$ cat src/rtl/pipearch_fifo_source.sv
// Single-clock BRAM-backed FIFO, source end of the fifobram protocol.
// One-cycle registered read, no write-to-read fall-through, sticky overflow.
module pipearch_fifo_source #(
  parameter int unsigned WIDTH             = 32,
  parameter int unsigned LOG2_DEPTH        = 5,
  parameter int unsigned ALMOSTFULL_MARGIN = 4
) (
  input  logic                  clk,
  input  logic                  reset,
  input  logic                  we,
  input  logic [WIDTH-1:0]      wdata,
  input  logic                  re,
  output logic [WIDTH-1:0]      rdata,
  output logic                  rvalid,
  output logic                  almostfull,
  output logic                  empty,
  output logic [LOG2_DEPTH-1:0] count,
  output logic                  overflow
);

  localparam int unsigned DEPTH = 1 << LOG2_DEPTH;
  localparam logic [LOG2_DEPTH-1:0] CAP_V = LOG2_DEPTH'(DEPTH - 1);
  localparam logic [LOG2_DEPTH-1:0] AF_V  = LOG2_DEPTH'(DEPTH - 1 - ALMOSTFULL_MARGIN);

  logic [WIDTH-1:0] mem [DEPTH];

  logic [LOG2_DEPTH-1:0] wptr_q, wptr_d;
  logic [LOG2_DEPTH-1:0] rptr_q, rptr_d;
  logic [LOG2_DEPTH-1:0] count_q, count_d;
  logic                  empty_q, empty_d;
  logic                  almostfull_q, almostfull_d;
  logic                  overflow_q, overflow_d;
  logic                  rvalid_q, rvalid_d;
  logic [WIDTH-1:0]      rdata_q;
  logic                  rd_ok, wr_ok;

  always_comb begin
    rd_ok        = re && (count_q != '0);
    // A full FIFO still takes a write when a read frees a slot this cycle.
    wr_ok        = we && ((count_q != CAP_V) || rd_ok);
    wptr_d       = wptr_q;
    rptr_d       = rptr_q;
    count_d      = count_q;
    if (wr_ok) wptr_d = wptr_q + LOG2_DEPTH'(1);
    if (rd_ok) rptr_d = rptr_q + LOG2_DEPTH'(1);
    case ({wr_ok, rd_ok})
      2'b10:   count_d = count_q + LOG2_DEPTH'(1);
      2'b01:   count_d = count_q - LOG2_DEPTH'(1);
      default: count_d = count_q;
    endcase
    empty_d      = (count_d == '0);
    almostfull_d = (count_d >= AF_V);
    overflow_d   = overflow_q || (we && !wr_ok);
    rvalid_d     = rd_ok;
  end

  always_ff @(posedge clk) begin
    if (reset) begin
      wptr_q       <= '0;
      rptr_q       <= '0;
      count_q      <= '0;
      empty_q      <= 1'b1;
      almostfull_q <= 1'b0;
      overflow_q   <= 1'b0;
      rvalid_q     <= 1'b0;
    end else begin
      wptr_q       <= wptr_d;
      rptr_q       <= rptr_d;
      count_q      <= count_d;
      empty_q      <= empty_d;
      almostfull_q <= almostfull_d;
      overflow_q   <= overflow_d;
      rvalid_q     <= rvalid_d;
    end
  end

  // Memory itself is never reset so it maps onto a plain dual-port BRAM.
  always_ff @(posedge clk) begin
    if (wr_ok) mem[wptr_q] <= wdata;
  end

  always_ff @(posedge clk) begin
    if (reset)      rdata_q <= '0;
    else if (rd_ok) rdata_q <= mem[rptr_q];
  end

  assign rdata      = rdata_q;
  assign rvalid     = rvalid_q;
  assign almostfull = almostfull_q;
  assign empty      = empty_q;
  assign count      = count_q;
  assign overflow   = overflow_q;

endmodule

$ cat config.mk
export PLATFORM = sky130hd
export DESIGN_NAME = pipearch_fifo_source
export DESIGN_NICKNAME = d
export VERILOG_FILES = /design/src/rtl/pipearch_fifo_source.sv
export SDC_FILE = /design/constraint.sdc
export NUM_CORES = 1
export LEC_CHECK = 0
export BUFFER_PORTS_ARGS = -buffer_cell sky130_fd_sc_hd__buf_2
export CORE_ASPECT_RATIO = 1.5
export CORE_MARGIN = 2
export CORE_UTILIZATION = 45
export DETAILED_ROUTE_END_ITERATION = 8
export PLACE_DENSITY = 0.6
export SLEW_MARGIN = 25
export SYNTH_ARGS = -nofsm -noshare
export SYNTH_HDL_FRONTEND = slang
export SYNTH_SLANG_ARGS = --single-unit
$ cat constraint.sdc
create_clock -name clk -period 4 [get_ports clk]
set_input_delay 0.8 -clock clk [delete_from_list [all_inputs] [get_ports clk]]
set_output_delay 0.8 -clock clk [all_outputs]
set_load 0.02 [all_outputs]
==> metrics.md <==
| Metric | Value |
|---|---|
| Status | `finished clean` |
| Critical path destination | `almostfull` |
| Final setup viols | `0` |
| Overflow after GRT | `0` |
| Gate power share | `17.6%` |
| CP max stage cell | `a2111oi_0` |
| Pleak | `0.0145 uW` |
| Final instance area | `47200 um^2` |
| Num CTS Buffers | `98` |
| Maxcap violations | `0` |
| Post-DP HPWL | `56000 um` |
| Total Wirelength | `97900 um` |
| Crit path max-delay family | `compound AO/OA/AOI/OAI gates` |
| Synth Instances | `1805` |
| Setup CP Type | `flip-flop to flip-flop` |
| H-tree Lvls | `3` |
| Flop pwr share | `45.6%` |
| Critical Path Start | `count[1]` |
| Clock Power Share | `36.8%` |
| Final Max Slew Viols | `0` |
| Final min period | `3300 ps` |
| Switching share of power | `24.5%` |
| TNS Setup | `0 ps` |
| Final period util | `82.6%` |
| Post-synthesis async set-or-reset flop share | `0%` |
| Vias/cell | `5.88` |
| Max_slew headroom | `41.7%` |
| Cell mode on critical path | `nor2_1` |
| Share of layout cells above drive strength 1 | `34.4%` |
| Yosys cell types | `44` |
| Fmax | `303 MHz` |
| CTS Root Buffer Type | `clkbuf_16` |
| Post-Syn Nets | `1850` |
| Area Growth Syn to Fin | `15.0%` |
| Worst stage delay on the critical path | `780 ps` |
| Crit start category | `flip-flop` |
| GRT Overall Usage | `21.3%` |
| Resized cells post-CTS | `0` |
| Post-CTS Hold Buffers | `0` |
| Final hold slack | `443 ps` |
| Sequential fraction of the synthesis area | `77.4%` |
| Count leader, synth | `edfxtp_1` |
| CTS tree | `built` |
| Largest net degree at the start of global routing | `69` |
| Final ANT Viol Nets | `0` |
| Yosys warns | `0` |
| Global placement routability congestion | `0.802` |
| Post-synth EDFFs | `1024` |
| Reg clk slew, reported paths | `60 ps` |
| Fin util | `52.2%` |
| Die Width | `251 um` |
| Crit path max fanout | `6` |
| DRC viols | `0` |
| Seq cells post-synth | `1075` |
| Area leader, netlist | `edfxtp_1` |
| Most used DFF post-synth | `edfxtp_1` |
| Internal Pwr Total | `21100 uW` |
| Initial Util | `45.4%` |
| Core Region | `90400 um^2` |
| Worst-Skew Late Latency | `700 ps` |
| Worst Path Required | `4540 ps` |
| Top-level I/O count | `77` |
| Row Count | `135` |
| PortBufs | `76` |
| Vias in the first global route | `20.0k` |
| Max IR drop VDD | `0.334 mV` |
| Synth Area per Inst | `22.7 um^2` |
| Power per Cell Area | `593 nW/um^2` |
| Crit-path cells | `nor3_1, a21bo_2, nor2_1, buf_4, ha_1, xor2_1, nor2_1, a22o_1, a2111oi_0, o2111ai_1, nor4bb_1` |
| Starting DRT DRC Count | `1626` |
| Worst Max-Slew Pin Slew | `852 ps` |
| NetSw | `6850 uW` |
| Setup Skew | `29.2 ps` |
| RR Startpoint | `count[1]` |
| Die height | `374 um` |
| Reg-to-reg endpoint | `almostfull` |
| Synthesized area | `41000 um^2` |
| Placed Area | `43600 um^2` |
| Pre-antenna DRT Iters | `8` |
| Flop2flop setup slack | `700 ps` |
| Ranking of synthesized cells by area | `edfxtp_1 (75%), mux4_2 (16%), dfxtp_1 (2.5%)` |
| Final Hold Violating Endpoints | `0` |
| Post-CTS Setup Inserts | `0` |
| WP buf/inv | `1` |
| RSZ-0062 raised after global routing | `false` |
| Global-route wire length before repair | `142000 um` |
| Clock Sinks | `1075` |
| Synth top area share | `74.9%` |
| Worst R2R Path Depth | `11` |
| Initial antenna violation count | `7` |
| CP Capture Type | `flip-flop` |
| Critical Path Stages | `11` |
| Top post-synthesis cells by count | `edfxtp_1 (1024), mux4_2 (288), nor2_1 (57)` |
| Routed WL per cell | `30.5 um` |
| WP data arrival | `3850 ps` |
| Final net count | `2006` |
| Total number of vias | `18.9k` |
| Clock Path Buffers | `3` |
| Worst min path class | `flip-flop to flip-flop` |
| Die area | `93700 um^2` |
-- per-layer routing --
| metal | global-route usage (%) | vias to the layer above | wire length [um] | part of all wire (%) |
|---|---|---|---|---|
| li1 | - | 7934 | - | - |
| met1 | 26.6 | 10300 | 37100 | 38 |
| met2 | 38.3 | 543 | 53000 | 54 |
| met3 | 3.51 | 142 | 5090 | 5.2 |
| met4 | 6.38 | 4 | 2580 | 2.6 |
| met5 | 0 | - | 31 | 0.032 |
-- worst min-delay path, stage by stage, from the launching register on --
cell and delay (ps):
dfxtp_1 300, nand2_1 50, nand2_1 50
-- layout make-up --
class,instances,area [um^2]
antenna,2,5.00
clock buffer,114,2560
clock inverter,70,1020
fill,6817,43200
inverter,8,30.0
multi-input combinational,626,9050
sequential,1075,31800
tap,1164,1460
timing repair buffer,152,1280
-- power by group through the flow --
stage,clock network [uW],logic [uW],registers (uW)
final,10300,4930,12800
after global routing,10900,5310,12800
after CTS,10500,5060,12800
after detailed placement,0,5050,13000
after global placement,0,5020,13000
after floorplan,0,3540,13100
-- logic make-up (layout without fill, tap and decap cells) --
kind of cell	Yosys count	in the layout	synth area share, %
AND/OR/NAND/NOR	169	169	1.90
adder cells (fa/ha/maj)	9	9	0.293
flip-flops	1075	1075	77.4
XOR/XNOR	13	13	0.277
other	0	2	0
buffers and inverters	104	344	1.13
multiplexers	354	354	17.6
AO/OA/AOI/OAI	81	81	1.38
-- sequential cells by signal, summed over array words and instances, names as in the netlist --
register    flops
rdata          32
overflow        1
empty           1
mem          1024
count           5
wptr_q          5
almostfull      1
rptr_q          5
rvalid          1
-- worst min-delay path by stage --
stage                   start        end  slack, ps  depth (start not counted)
global route        rdata[18]  rdata[18]        470                          2
detailed placement   rdata[4]   rdata[4]        440                          2
global placement     rdata[4]   rdata[4]        430                          2
CTS                  rdata[4]   rdata[4]        450                          2
floorplan           wptr_q[1]  wptr_q[1]        480                          2
finish               rdata[3]   rdata[3]        440                          2
-- stage by stage --
step | std cells | worst slack (ps) | power, uW
after floorplan | 1805 | 464 | 16600
after global placement | 3025 | 392 | 18000
after detailed placement | 3025 | 382 | 18000
after CTS | 3209 | 711 | 28300
after global routing | 3209 | 343 | 29000
final | 3211 | 695 | 28000
-- cell usage in the layout (no fill, tap or decap), types with 4 or more instances in the layout --
| master | instances |
|---|---|
| nor2_1 | 24 |
| o2111ai_1 | 6 |
| inv_1 | 8 |
| buf_12 | 26 |
| xor2_1 | 7 |
| clkbuf_1 | 11 |
| buf_4 | 50 |
| clkbuf_8 | 5 |
| ha_1 | 8 |
| nand2_1 | 56 |
| bufinv_16 | 23 |
| mux2_2 | 55 |
| dfxtp_1 | 46 |
| nand3_1 | 6 |
| a21oi_1 | 6 |
| nor2b_1 | 32 |
| o22ai_1 | 28 |
| xnor2_1 | 6 |
| clkinv_2 | 22 |
| mux2i_1 | 11 |
| o31ai_1 | 27 |
| buf_2 | 76 |
| edfxtp_1 | 1024 |
| nor2_4 | 33 |
| clkbuf_16 | 98 |
| clkinv_1 | 9 |
| nand4_1 | 4 |
| mux4_2 | 288 |
| clkinvlp_4 | 8 |
No activity file was read; power rests on OpenSTA's default activity.
